File: src/rtl/tmr_pkg.sv
// Shared types and helpers for the TMR majority-vote stage.
package tmr_pkg;

    // Lane indices into the 3-bit per-lane vectors
    localparam int unsigned LANE_A = 0;
    localparam int unsigned LANE_B = 1;
    localparam int unsigned LANE_C = 2;

    // Per-lane health state
    typedef enum logic [1:0] {
        OK      = 2'd0,
        SUSPECT = 2'd1,
        FAULT   = 2'd2
    } lane_health_t;

    // Single-bit 2-of-3 majority; applied per bit across a word
    function automatic logic maj3(input logic a, input logic b, input logic c);
        return (a & b) | (a & c) | (b & c);
    endfunction

endpackage

File: src/rtl/tmr_lane_monitor.sv
// Per-lane health tracker: saturating mismatch counter, consecutive-mismatch
// counter and the OK/SUSPECT/FAULT state machine. FAULT is sticky until clear.
module tmr_lane_monitor
    import tmr_pkg::*;
#(
    parameter int unsigned CNT_W        = 16,
    parameter int unsigned FAULT_THRESH = 4
) (
    input  logic             i_clk,
    input  logic             i_rst,
    input  logic             i_mismatch,
    input  logic             i_accept,
    input  logic             i_clr,
    output logic             o_fault,
    output logic [CNT_W-1:0] o_cnt
);

    localparam logic [7:0] THRESH_L = 8'(FAULT_THRESH);

    lane_health_t     r_state, w_state_d;
    logic [7:0]       r_consec, w_consec_d, w_consec_inc;
    logic [CNT_W-1:0] r_cnt, w_cnt_d;

    // Next-state: clear wins over an accepted word; stats move only on accept
    always_comb begin
        w_state_d    = r_state;
        w_consec_d   = r_consec;
        w_cnt_d      = r_cnt;
        w_consec_inc = (r_consec == 8'hFF) ? r_consec : r_consec + 8'd1;
        if (i_clr) begin
            w_state_d  = OK;
            w_consec_d = 8'd0;
            w_cnt_d    = '0;
        end else if (i_accept) begin
            if (i_mismatch) begin
                if (r_cnt != {CNT_W{1'b1}}) begin
                    w_cnt_d = r_cnt + CNT_W'(1);
                end
                w_consec_d = w_consec_inc;
                unique case (r_state)
                    OK, SUSPECT: w_state_d = (w_consec_inc >= THRESH_L) ? FAULT : SUSPECT;
                    default:     w_state_d = FAULT;
                endcase
            end else begin
                w_consec_d = 8'd0;
                if (r_state == SUSPECT) begin
                    w_state_d = OK;
                end
            end
        end
    end

    // State register with synchronous reset
    always_ff @(posedge i_clk) begin
        if (i_rst) begin
            r_state  <= OK;
            r_consec <= 8'd0;
            r_cnt    <= '0;
        end else begin
            r_state  <= w_state_d;
            r_consec <= w_consec_d;
            r_cnt    <= w_cnt_d;
        end
    end

    assign o_fault = (r_state == FAULT);
    assign o_cnt   = r_cnt;

endmodule

File: src/rtl/tmr_vote_stage.sv
// Registered, handshaked bitwise 2-of-3 majority voter with per-lane health
// tracking. Optional macro TMR_LANE_QUARANTINE_EN: a single faulted lane is
// excluded from the vote; with two or more faulted lanes the majority is used
// and the error flag is forced.
module tmr_vote_stage
    import tmr_pkg::*;
#(
    parameter int unsigned WIDTH        = 32,
    parameter int unsigned CNT_W        = 16,
    parameter int unsigned FAULT_THRESH = 4
) (
    input  logic             i_clk,
    input  logic             i_rst,
    input  logic             i_in_valid,
    output logic             o_in_ready,
    input  logic [WIDTH-1:0] i_lane_a,
    input  logic [WIDTH-1:0] i_lane_b,
    input  logic [WIDTH-1:0] i_lane_c,
    output logic             o_out_valid,
    input  logic             i_out_ready,
    output logic [WIDTH-1:0] o_out_data,
    output logic             o_out_err,
    output logic [2:0]       o_lane_fault,
    output logic [CNT_W-1:0] o_mism_cnt_a,
    output logic [CNT_W-1:0] o_mism_cnt_b,
    output logic [CNT_W-1:0] o_mism_cnt_c,
    input  logic             i_clr_stats
);

    logic             r_valid;
    logic [WIDTH-1:0] r_data;
    logic             r_err;

    logic [WIDTH-1:0] w_maj, w_vote;
    logic [2:0]       w_mism;
    logic             w_err;
    logic             w_accept;
    logic [2:0]       w_fault;

    assign o_in_ready = !r_valid || i_out_ready;
    assign w_accept   = i_in_valid && o_in_ready;

    // Plain bitwise majority across the three lanes
    always_comb begin
        w_maj = '0;
        for (int i = 0; i < WIDTH; i++) begin
            w_maj[i] = maj3(i_lane_a[i], i_lane_b[i], i_lane_c[i]);
        end
    end

`ifdef TMR_LANE_QUARANTINE_EN
    logic [1:0] w_nfault;
    assign w_nfault = {1'b0, w_fault[LANE_A]} + {1'b0, w_fault[LANE_B]}
                    + {1'b0, w_fault[LANE_C]};

    // Select the produced word: lowest healthy lane when exactly one lane is faulted
    always_comb begin
        w_vote = w_maj;
        if (w_nfault == 2'd1) begin
            w_vote = w_fault[LANE_A] ? i_lane_b : i_lane_a;
        end
    end

    // Error flag: healthy pair disagreement, forced when degraded
    always_comb begin
        w_err = |w_mism;
        if (w_nfault == 2'd1) begin
            if (w_fault[LANE_A])      w_err = (i_lane_b != i_lane_c);
            else if (w_fault[LANE_B]) w_err = (i_lane_a != i_lane_c);
            else                      w_err = (i_lane_a != i_lane_b);
        end else if (w_nfault >= 2'd2) begin
            w_err = 1'b1;
        end
    end
`else
    assign w_vote = w_maj;
    assign w_err  = |w_mism;
`endif

    // Mismatch is always measured against the word actually produced
    assign w_mism[LANE_A] = (i_lane_a != w_vote);
    assign w_mism[LANE_B] = (i_lane_b != w_vote);
    assign w_mism[LANE_C] = (i_lane_c != w_vote);

    // One-entry output buffer; accept overrides drain so throughput is one word per cycle
    always_ff @(posedge i_clk) begin
        if (i_rst) begin
            r_valid <= 1'b0;
            r_data  <= '0;
            r_err   <= 1'b0;
        end else if (w_accept) begin
            r_valid <= 1'b1;
            r_data  <= w_vote;
            r_err   <= w_err;
        end else if (i_out_ready) begin
            r_valid <= 1'b0;
        end
    end

    tmr_lane_monitor #(
        .CNT_W        (CNT_W),
        .FAULT_THRESH (FAULT_THRESH)
    ) u_mon_a (
        .i_clk      (i_clk),
        .i_rst      (i_rst),
        .i_mismatch (w_mism[LANE_A]),
        .i_accept   (w_accept),
        .i_clr      (i_clr_stats),
        .o_fault    (w_fault[LANE_A]),
        .o_cnt      (o_mism_cnt_a)
    );

    tmr_lane_monitor #(
        .CNT_W        (CNT_W),
        .FAULT_THRESH (FAULT_THRESH)
    ) u_mon_b (
        .i_clk      (i_clk),
        .i_rst      (i_rst),
        .i_mismatch (w_mism[LANE_B]),
        .i_accept   (w_accept),
        .i_clr      (i_clr_stats),
        .o_fault    (w_fault[LANE_B]),
        .o_cnt      (o_mism_cnt_b)
    );

    tmr_lane_monitor #(
        .CNT_W        (CNT_W),
        .FAULT_THRESH (FAULT_THRESH)
    ) u_mon_c (
        .i_clk      (i_clk),
        .i_rst      (i_rst),
        .i_mismatch (w_mism[LANE_C]),
        .i_accept   (w_accept),
        .i_clr      (i_clr_stats),
        .o_fault    (w_fault[LANE_C]),
        .o_cnt      (o_mism_cnt_c)
    );

    assign o_out_valid  = r_valid;
    assign o_out_data   = r_data;
    assign o_out_err    = r_err;
    assign o_lane_fault = w_fault;

endmodule
File: config.mk
export PLATFORM = sky130hd
export DESIGN_NAME = tmr_vote_stage
export DESIGN_NICKNAME = d
export VERILOG_FILES = /design/src/rtl/tmr_pkg.sv /design/src/rtl/tmr_lane_monitor.sv /design/src/rtl/tmr_vote_stage.sv
export SDC_FILE = /design/constraint.sdc
export NUM_CORES = 1
export LEC_CHECK = 0
export BUFFER_PORTS_ARGS = -buffer_cell sky130_fd_sc_hd__buf_2
export CORE_ASPECT_RATIO = 1.4
export CORE_MARGIN = 2
export CORE_UTILIZATION = 47
export CTS_BUF_LIST = sky130_fd_sc_hd__clkbuf_4
export DETAILED_ROUTE_END_ITERATION = 8
export PLACE_DENSITY = 0.8
export SYNTH_ARGS = -nofsm -noshare
export SYNTH_HDL_FRONTEND = slang
export SYNTH_SLANG_ARGS = --single-unit
export TNS_END_PERCENT = 30
File: constraint.sdc
create_clock -name i_clk -period 2.3 [get_ports i_clk]
set_input_delay 0.345 -clock i_clk [delete_from_list [all_inputs] [get_ports i_clk]]
set_output_delay 0.345 -clock i_clk [all_outputs]
set_load 0.005 [all_outputs]
# After elaboration in Yosys (flattened, before gate mapping)
# Index checks and enable logic that the tools add are counted.
# word_totals
reg_bits	112
input_bits	101
output_inout_bits	86
word_cells	237
# classes
addsub	6
order_cmp	3
n_eq_ne	15
mux	20
bitwise	160
reduce_logical	21
# op_table
operator	n
AND 1 bit	96
!= test 32 bit	3
bitwise OR 1 bit	64
adder 16 x 1 -> 16 bit (second input constant)	3
two-way mux 8 bit	6
!= test 16 bit (second input constant)	3
adder 8 x 1 -> 8 bit (second input constant)	3
== test 8 bit (second input constant)	3
>= comparator 8 x 3 -> 1 bit (second input constant)	3
two-way mux 2 bit	12
AND reduction 3 bit	3
nonzero test 2 bit	4
OR reduction 2 bit	4
== test 2 x 1 -> 1 bit (second input constant)	3
== test 2 bit (second input constant)	3
zero test 2 bit	3
AND reduction 2 bit	3
OR reduction 3 bit	1
two-way mux 1 bit	2
logical AND 1 bit	1
zero test 1 bit	1
logical OR 1 bit	1

# Depth between registers and ports, before layout
# Gate-level depths: netlist (run 1).
# logic_depth
depth_word	6
mapped_depth	9
mapped_depth_nobuf	8

# Modules after synthesis
# A second synthesis (run 1) with hierarchy kept.
# hier_totals
cells_unflattened	1022
hier_area_um2	8089.0
# by_module_without_submodules
mod	n_inst	cells_per_inst	area_per_inst_um2	seq_area_each_um2
tmr_lane_monitor	3	188	1571.5	520.5
tmr_vote_stage	1	458	3374.5	680.7

# Worst setup path after synthesis (run 1)
# OpenSTA, ideal clock, no wires.
# synth_path
kind	register to register
start	reg u_mon_a.r_cnt[0] (netlist: u_mon_a.o_cnt[0])
end	reg u_mon_a.r_cnt[14] (netlist: u_mon_a.o_cnt[14])
setup_time_ns	0.070
t_arrival_ns	2.110
t_required_ns	2.230
path_slack_ns	0.120
stages_incl_launch_ff	9
n_path_buf	1
period_less_slack_ns	2.180
path_cell_list	dfxtp_1 > ha_1 > and3_1 > nand3_1 > nor3_1 > clkbuf_1 > or4_1 > or3_1 > a21oi_1
# synth_between
elab_chain_len	2
elab_cells_between_ends	3
classes_between	add/sub: 1; eq/ne: 1; reduce/logical: 1
# synth_rtl
element	line	source
start: declaration	tmr_lane_monitor.sv:22	logic [CNT_W-1:0] r_cnt, w_cnt_d;
start signal: assignment	tmr_lane_monitor.sv:62	r_cnt <= w_cnt_d;
branches (longest 2 deep; another with adder 16 x 1 -> 16 bit)	n/a	
# Several ways; the timed one is not identified.
# A chain may end at the register's enable or synchronous reset.

# Worst setup path after layout (run 1)
# layout_path
start	in i_lane_c[24]
end	reg u_mon_c.r_cnt[6] (netlist: u_mon_c.o_cnt[6])
# layout_between
elab_chain_len	5
elab_cells_between_ends	6
classes_between	eq/ne: 1; bitwise: 4; reduce/logical: 1
# layout_rtl
element	line	source
start: declaration	tmr_vote_stage.sv:18	input logic [WIDTH-1:0] i_lane_c,
AND 1 bit	tmr_pkg.sv:18	return (a & b) | (a & c) | (b & c);
bitwise OR 1 bit (2 in series)	tmr_pkg.sv:18	
!= test 32 bit (*)	tmr_vote_stage.sv:83	assign w_mism[LANE_C] = (i_lane_c != w_vote);
AND reduction 3 bit (no line) (*)	n/a	
end signal: assignment	tmr_lane_monitor.sv:62	
end: declaration	tmr_lane_monitor.sv:22	
# Mark *: on every way between the ends. The rest lies on a longest branch, timed or not.

==> results of run 1 <==
==> sequential cells by signal (all words and copies together), names as in the netlist, 8 cells and up <==
signal            cells
u_mon_b.o_cnt        16
u_mon_c.r_consec      8
u_mon_c.o_cnt        16
u_mon_b.r_consec      8
o_out_data           32
u_mon_a.r_consec      8
u_mon_a.o_cnt        16
==> worst reg2reg max path, cell delays in order (launching register included) <==
cell and delay [ns]:
dfxtp_1 0.44, and3_1 0.22, and3_1 0.22, nand3_1 0.11
buf_4 0.16, or4_1 0.52, or3_1 0.32, a21oi_1 0.14
==> per-layer routing <==
layer,track usage,routed length [um],up-vias
met2,0.487,11800,354
met3,0.0606,1750,50
met1,0.285,8820,4055
met5,0,0,-
li1,-,-,4330
met4,0.110,735,0
==> cells by family (layout without fill, tap and decap cells) <==
kind of cell	Yosys count	count (layout)	share of synthesized area
muxes	7	7	0.00942
adders and majority gates	6	6	0.0101
other	0	1	0
DFF	112	112	0.301
buffers and inverters	52	355	0.0291
xor gates and xnor gates	16	16	0.0188
AOI/OAI and AO/OA	220	220	0.194
and+or+nand+nor	564	564	0.438
==> cell type report <==
| class | instances | area, um2 | share of cell area |
|---|---|---|---|
| inverters | 4 | 15.0 | 0.00153 |
| clock buffers | 9 | 67.6 | 0.00691 |
| multi-input cells | 813 | 5000 | 0.511 |
| clock inverters | 7 | 91.3 | 0.00934 |
| well taps | 196 | 245 | 0.0251 |
| diodes | 1 | 2.50 | 0.000256 |
| flip-flops and latches | 112 | 2240 | 0.229 |
| repair buffers | 335 | 2120 | 0.217 |
==> power by group through the flow <==
stage | Sequential (uW) | Combinational (uW) | Clock (uW)
global route | 2050 | 1080 | 1230
floorplan | 2080 | 397 | 0
global placement | 2080 | 951 | 0
CTS | 2040 | 982 | 1160
finish | 2040 | 990 | 1150
detailed placement | 2080 | 979 | 0
==> metrics by stage <==
stage               hold slack (ns)  instances  TNS (ns)  utilization
floorplan                     0.437        977         0            -
global placement              0.446       1460     -7.14        0.619
detailed placement            0.457       1460    -10.05        0.619
CTS                          0.0485       1476         0        0.629
global route                 0.0555       1477         0        0.630
finish                       0.0646       1477         0        0.630
==> final timing paths <==
| path | slack, ns | cells after the start | to | start |
|---|---|---|---|---|
| setup / recovery | 0.13 | 10 | u_mon_c.o_cnt[6] | i_lane_c[24] |
| hold / removal | 0.06 | 3 | o_out_valid | i_in_valid |
| setup reg to reg | 0.14 | 7 | u_mon_a.o_cnt[14] | u_mon_a.o_cnt[6] |
| hold reg to reg | 0.48 | 2 | u_mon_c.r_state[0] | u_mon_c.r_state[0] |
==> cells in the final DEF, fill, tap and decap left out, types with 4 or more instances in the layout <==
| cell type | synthesis | final |
|---|---|---|
| buf_12 | 0 | 6 |
| dfxtp_1 | 112 | 112 |
| xnor2_1 | 5 | 5 |
| nor2b_1 | 11 | 11 |
| o22ai_1 | 24 | 24 |
| a211oi_1 | 6 | 6 |
| buf_2 | 2 | 186 |
| nor3b_1 | 34 | 34 |
| nor2_1 | 90 | 87 |
| and3b_1 | 32 | 32 |
| buf_4 | 3 | 143 |
| a31o_1 | 4 | 4 |
| or3b_2 | 28 | 28 |
| a21oi_1 | 49 | 49 |
| nand3b_1 | 36 | 36 |
| o21ai_0 | 49 | 49 |
| or4_1 | 4 | 4 |
| and3_1 | 19 | 19 |
| nand3_1 | 38 | 38 |
| nor4_1 | 30 | 30 |
| or3b_1 | 4 | 4 |
| nor3_1 | 22 | 21 |
| and2_1 | 8 | 7 |
| nand2_1 | 105 | 105 |
| nand2b_1 | 26 | 26 |
| a311oi_1 | 32 | 32 |
| xor2_1 | 11 | 11 |
| clkbuf_4 | 0 | 9 |
| or3_1 | 22 | 22 |
| nand4_1 | 41 | 41 |
| o21ai_1 | 7 | 7 |
| mux2i_1 | 7 | 7 |
| inv_1 | 4 | 4 |
| and4_1 | 4 | 4 |
| ha_1 | 6 | 6 |
| a221oi_1 | 8 | 8 |
| a31oi_1 | 10 | 10 |
==> timing repair <==
action	in CTS	in global routing
endpoints found under the setup margin	0	3
gates resized for setup	0	2
hold buffers	0	0
==> reports/metrics.cfg, run 1 <==
[power_and_ir_drop]
p_int_uw = 2930
combPwrFrac = 0.237
p_sw_frac = 0.299
cellPowerDensity_nw_per_um2 = 427
switchingPower_uw = 1250
p_total_uw = 4170
p_leak_uw = 0.00421
p_clk_frac = 0.274
vdd_ir_drop_max_v = 0.000283
seqPwrFrac = 0.488

[synth]
ys_ff_latch = 112
synth_edf_count = 0
synth_top_area_share = 0.301
ys_dominant_reg_cell = dfxtp_1
yosys-top-cells-count = 112 x dfxtp_1, 105 x nand2_1, 90 x nor2_1, 49 x a21oi_1, 49 x o21ai_0
synth_nets = 1084
ys_seq_area_frac = 0.301
ys_async_sr_fraction = 0
netlist_instances = 977
netlist-cell-type-count = 65
yosysTopAreaCell = dfxtp_1
synth_most_common_cell = dfxtp_1
synthesis.area_um2 = 7440
avgSynthCellArea_um2 = 7.61
synth.area.top_cells = dfxtp_1 30%, nand2_1 5.3%, nor2_1 4.5%
yosys_warnings = 0

[outcome]
status = completed

[grt]
grt_first_pass_wirelength_mm = 36.4
grt_max_degree = 66
grt_pass1_vias = 7975
overflow = 0
track_usage = 0.266
antenna_found_initial = 1

[placement]
portBuffers = 186
placed_area_um2 = 9620
place_congestion = 0.897
hpwl_mm = 18.0
pre_cts_slack_ns = -0.365

[setup_path]
start_kind = primary input
cpMaxStageDelayCell = nor4_1
critical_path_class = primary input to register
path_buf_inv = 3
path_delay_family = simple AND/OR/NAND/NOR gates
crit_chain = buf_2, buf_4, or3b_2, nand4_1, nor4_1, nand4_1, buf_4, and2_0, a21oi_1, a31o_2
max_stage_delay_ns = 0.68
critPathRequiredTime_ns = 2.74
cp_max_fo = 11
end_kind = register
crit_arrival_ns = 2.61

[clocking]
clockBufferDepth = 2
cts-root-buf = clkbuf_4
clkSinkCount = 112
cts_tree = built
clk_latency_ns = 0.50
cts_buffers = 9
cts_setup_buffers = 0
clk_pin_slew_ns = 0.20
htree_levels = 3

[floorplanning]
core_um2 = 15500
num_io_pins = 187
die-area_um2 = 16900
rows = 54
die_w_um = 110
initial_core_util = 0.479
die_h_um = 153

[detailed_routing]
ant_nets = 0
vias_per_cell = 5.95
drt_iter0_drc = 511
vias = 8789
post-route-drc-count = 0
routed_wl_mm = 23.1
drtPass1Iterations = 6
drt-wirelength-per-cell_um = 15.7

[sta]
finalClockSkew_ns = 0.0398
max-slew-margin-rel = 0.499
layout_setup_ws_ns = 0.133
fmax_mhz = 461
worst_pin_slew_ns = 0.745
fin_crit_sh = 0.942
finalHoldViolations = 0
setup_viol = 0
rsz0062_at_grt = no
slew_viol_final = 0
period_needed_ns = 2.17

[min_path]
hp-class = primary input to register

[cells_and_area]
finish.instance_area_um2 = 9780
num-fill-cells = 1366
drive_above_1_share = 0.305
nets = 1382
area_delta_synth_final_pct = 31.5

[job]
cap_violations = 0

Power figures use the tool's default switching activity.
==> run 2: changes to the inputs <==
CELL_PAD_IN_SITES_DETAIL_PLACEMENT = 0   (was default)
CELL_PAD_IN_SITES_GLOBAL_PLACEMENT = 2   (was default)
CORE_UTILIZATION = 28   (was 47)
PLACE_DENSITY = 0.84   (was 0.8)
==> run 2 against run 1 <==
Maximum frequency grew 0.61%. First-iteration DRC count decreased by 29%. Hold slack improved by 0.00065 ns. Clock skew is 0.022 ns lower. Worst setup slack better by 0.013 ns. Sequential power about the same. Sequential cell count stayed put. Total power is 1.5% lower. Sequential share of layout area down 0.46 points. Core utilization fell by 25 points. Largest cell class unchanged. Highest routed layer unchanged.
==> reports/metrics.cfg, run 2 (synthesis results as in run 1) <==
[grt]
grt_first_pass_wirelength_mm = 40.3
antenna_found_initial = 1
grt_use_met2 = 0.328
track_usage = 0.180
grt_use_met3 = 0.0413
overflow = 0
grt_max_degree = 65
use_met1 = 0.207
grt_pass1_vias = 7905
grt.busiest_layer = met2

[cells_and_area]
layout.cells.non_filler = 1617
layout_commonest_cell = buf_2
largest_reg_flops = 32
drive_above_1_share = 0.311
final_cell_mix = 186 x buf_2, 157 x buf_4, 112 x dfxtp_1
area_delta_synth_final_pct = 34.2
num-fill-cells = 2788
nets = 1394

[sta]
period_needed_ns = 2.15
setup_viol = 0
rsz0062_at_grt = no
finalClockSkew_ns = 0.0177
fmax_mhz = 464
fin_crit_sh = 0.937
slew_viol_final = 0
worst_pin_slew_ns = 0.506
whs_ns = 0.0653
max-slew-margin-rel = 0.662
setup_tns_ns = 0
finalHoldViolations = 0

[setup_path]
critical_path_class = register to register
cp_max_fo = 4
max_stage_delay_ns = 0.52
critPathRequiredTime_ns = 2.76
start_kind = register
path_delay_family = simple AND/OR/NAND/NOR gates
regToRegStartpoint = u_mon_a.o_cnt[8]
crit_arrival_ns = 2.61
r2r_slack_ns = 0.15
r2r_cells = 7
end_kind = register
crit_chain = and3_1, and3_1, nand3_1, buf_4, or4_1, or3_1, a21oi_1
cpMaxStageDelayCell = or4_1
path_buf_inv = 1
cp_common_cell = and3_1
r2r_end = u_mon_a.o_cnt[14]

[clocking]
clk_pin_slew_ns = 0.18
cts-resized-gates = 0
clk_latency_ns = 0.51
cts_hold_buf = 0
htree_levels = 3
cts_tree = built
cts_setup_buffers = 0
cts-root-buf = clkbuf_4
clkSinkCount = 112
cts_buffers = 9
clockBufferDepth = 2

[min_path]
hp-class = primary input to register
worstHoldStart = i_in_valid
whs_path_depth = 3
hold_end = o_out_valid

[placement]
hpwl_mm = 19.6
place_congestion = 0.805
dp.cells = 1600
portBuffers = 186

[detailed_routing]
post-route-drc-count = 0
drt_iter0_drc = 363
drt-wirelength-per-cell_um = 15.5
vias_per_cell = 5.21
ant_nets = 0
drtPass1Iterations = 5
routed_wl_mm = 25.1
vias = 8429

[floorplanning]
core_um2 = 26100
die_h_um = 197
rows = 70
die_w_um = 142
num_io_pins = 187
initial_core_util = 0.285
die-area_um2 = 27900

[power_and_ir_drop]
p_leak_uw = 0.00424
vdd_ir_drop_max_v = 0.000186
cellPowerDensity_nw_per_um2 = 412

[outcome]
status = completed

[job]
cap_violations = 0

-- run 2: worst max path at each step --
stage                     start                end  slack [ns]  cells past startpoint
4_1_cts             i_lane_a[9]   u_mon_b.o_cnt[9]        0.14                     10
3_3_place_gp        i_lane_a[9]   u_mon_b.o_cnt[9]       -0.45                     10
3_5_place_dp        i_lane_a[9]   u_mon_b.o_cnt[9]       -0.45                     10
5_1_grt        u_mon_a.o_cnt[7]  u_mon_a.o_cnt[14]      0.0008                      7
6_report       u_mon_a.o_cnt[8]  u_mon_a.o_cnt[14]        0.15                      7
2_1_floorplan  u_mon_a.o_cnt[0]  u_mon_a.o_cnt[14]        0.12                      8
-- run 2: worst min-delay path: stages --
cell and delay, ns:
buf_2 0.11, inv_1 0.05, a21oi_1 0.05
-- run 2: metal layers --
| metal | wire length (um) | up-vias | part of all wire |
|---|---|---|---|
| li1 | - | 4349 | - |
| met1 | 10500 | 3868 | 0.42 |
| met2 | 12700 | 186 | 0.51 |
| met3 | 1440 | 26 | 0.057 |
| met4 | 432 | 0 | 0.017 |
| met5 | 0 | - | 0 |
-- run 2: power by group --
part           internal [uW]  switching, uW
clock network            356            716
logic                    492            509
registers               2000           36.4
-- run 2: final cells by class --
| type | instances | area (um2) | share of cell area |
|---|---|---|---|
| Sequential cell | 112 | 2240 | 0.225 |
| Clock buffer | 11 | 82.6 | 0.00827 |
| Timing Repair Buffer | 347 | 2190 | 0.219 |
| Clock inverter | 4 | 55.1 | 0.00551 |
| Antenna cell | 2 | 5.00 | 0.000501 |
| Tap cell | 324 | 405 | 0.0406 |
| Inverter | 4 | 15.0 | 0.00150 |
| Multi-Input combinational cell | 813 | 4990 | 0.500 |
-- run 2: metrics by stage --
| stage | setup WS [ns] | cell area [um2] | power (uW) | utilization |
|---|---|---|---|---|
| 3_5_place_dp | -0.453 | 9840 | 3090 | 0.377 |
| 6_report | 0.146 | 9990 | 4110 | 0.383 |
| 4_1_cts | 0.136 | 9980 | 4200 | 0.382 |
| 2_1_floorplan | 0.120 | 7440 | 2480 | - |
| 5_1_grt | 0.000805 | 9990 | 4360 | 0.383 |
| 3_3_place_gp | -0.448 | 9840 | 3080 | 0.377 |
==> run 3: changes to the inputs <==
REMOVE_ABC_BUFFERS = 1   (was default)
==> run 3 against run 2 <==
Die area did not move. Largest power group unchanged. Design area barely moved. Total power rose by 1.8%. Non-clock buffer count fell by 5. Largest cell class unchanged. Sequential power barely moved. Highest routed layer unchanged.
==> reports/metrics.cfg, run 3 (synthesis results as in run 1) <==
[setup_path]
crit_arrival_ns = 2.54
r2r_end = u_mon_c.o_cnt[15]
cp_common_cell = nand2_1
critical_path_class = register to register
max_stage_delay_ns = 0.48
r2r_slack_ns = 0.21
r2r_cells = 6
start_kind = register
regToRegStartpoint = o_out_valid
cpMaxStageDelayCell = nor4_4
end_kind = register
critPathRequiredTime_ns = 2.75
crit_chain = nand2b_1, nand2_1, nor4_4, nand2_1, or3_1, a21oi_1
cp_max_fo = 11

[sta]
worst_pin_slew_ns = 0.578
finalClockSkew_ns = 0.0308
rsz0062_at_grt = no
period_needed_ns = 2.09
fin_crit_sh = 0.908
layout_setup_ws_ns = 0.212
setup_tns_ns = 0
fmax_mhz = 479
finalHoldViolations = 0
whs_ns = 0.0769
slew_viol_final = 0
setup_viol = 0
max-slew-margin-rel = 0.614

[grt]
antenna_found_initial = 1
grt_pass1_vias = 7806
overflow = 0
grt_first_pass_wirelength_mm = 40.7
track_usage = 0.180
grt_max_degree = 40

[floorplanning]
die_w_um = 142
die-area_um2 = 27900
rows = 70
initial_core_util = 0.285
die_h_um = 197
core_um2 = 26100
num_io_pins = 187

[detailed_routing]
wl_met2_mm = 12.8
vias = 8494
drtPass1Iterations = 4
wl_met3_mm = 1.39
dr.max_layer_used = met4
ant_nets = 0
post-route-drc-count = 0
drt-met1-wl_mm = 11.0
routed_wl_mm = 25.6
drt-wirelength-per-cell_um = 15.9
drt_iter0_drc = 433
vias_per_cell = 5.27

[clocking]
clockBufferDepth = 2
cts_tree = built
clk_pin_slew_ns = 0.21
cts_buffers = 9
htree_levels = 3
clk_latency_ns = 0.53
clkSinkCount = 112
cts-root-buf = clkbuf_4

[placement]
portBuffers = 186
place_congestion = 0.868
pre_cts_slack_ns = -0.404
dp.cells = 1593
hpwl_mm = 19.8
placed_area_um2 = 9790

[cells_and_area]
final_cell_mix = 186 x buf_2, 151 x buf_4, 112 x dfxtp_1
layout_commonest_cell = buf_2
largest_reg_flops = 32
area_delta_synth_final_pct = 34.3
finish.instance_area_um2 = 9990
layout.cells.non_filler = 1613
nets = 1390
drive_above_1_share = 0.309

[min_path]
hp-class = primary input to register
whs_path_depth = 3
hold_end = o_out_data[17]
worstHoldStart = i_lane_a[17]

[power_and_ir_drop]
vdd_ir_drop_max_v = 0.000199
cellPowerDensity_nw_per_um2 = 419
p_leak_uw = 0.00424

[outcome]
status = completed

[job]
cap_violations = 0

==> run 3: changes by cell type in the layout (fill, tap and decap cells not counted), sizes merged <==
cell | previous run | this run
clkbuf | 11 | 9
dlygate4sd3 | 0 | 1
clkinv | 1 | 2
inv | 5 | 7
diode | 2 | 1
nand2 | 106 | 107
buf | 347 | 341
==> run 3: routing by layer <==
| metal | vias to the layer above | track usage |
|---|---|---|
| met5 | - | 0 |
| met4 | 0 | 0.0589 |
| met3 | 23 | 0.0386 |
| met2 | 191 | 0.321 |
| met1 | 3941 | 0.215 |
| li1 | 4339 | - |
==> run 3: power breakdown <==
group          internal [uW]  switching [uW]  total (uW)
clock                    356             795        1150
combinational            484             513         997
sequential              2000            35.7        2040
total                   2840            1340        4190
==> run 3: worst max path at each step <==
stage,startpoint,to,slack (ns),depth (start not counted)
6_report,o_out_valid,u_mon_c.o_cnt[15],0.21,6
5_1_grt,u_mon_a.r_consec[0],u_mon_a.r_state[1],0.02,8
4_1_cts,u_mon_c.o_cnt[0],u_mon_c.o_cnt[15],0.06,8
3_5_place_dp,i_lane_a[26],u_mon_b.o_cnt[9],-0.40,9
3_3_place_gp,i_lane_a[26],u_mon_b.o_cnt[9],-0.39,9
2_1_floorplan,i_out_ready,u_mon_a.o_cnt[14],-0.88,6
==> run 3: cell type report <==
| type | count | area (um2) |
|---|---|---|
| clock buffer | 9 | 67.6 |
| fill | 2784 | 16100 |
| multi-input combinational | 814 | 5020 |
| sequential | 112 | 2240 |
| clock inverter | 7 | 88.8 |
| inverter | 4 | 15.0 |
| antenna | 1 | 2.50 |
| tap | 324 | 405 |
| timing repair buffer | 342 | 2150 |
==> run 3: timing repair <==
| action | in CTS | in global routing |
|---|---|---|
| endpoints found under the setup margin | 0 | 10 |
| hold endpoints to repair | 1 | 0 |
| hold buffers | 1 | 0 |
| buffers inserted | 0 | 1 |
| resized for setup | 0 | 5 |
==> run 3: metrics by stage <==
stage                      util  power [uW]
final                     0.383        4190
after global routing      0.383        4430
after CTS                 0.381        4270
after detailed placement  0.375        3080
after global placement    0.375        3070
after floorplan               -        2460
==> run 3: critical path: cells and delay by family, from the launching register on <==
kind	cells	cell delay, ns
and+or+nand+nor	5	1.51
DFF	1	0.36
AOI/OAI and AO/OA	1	0.14
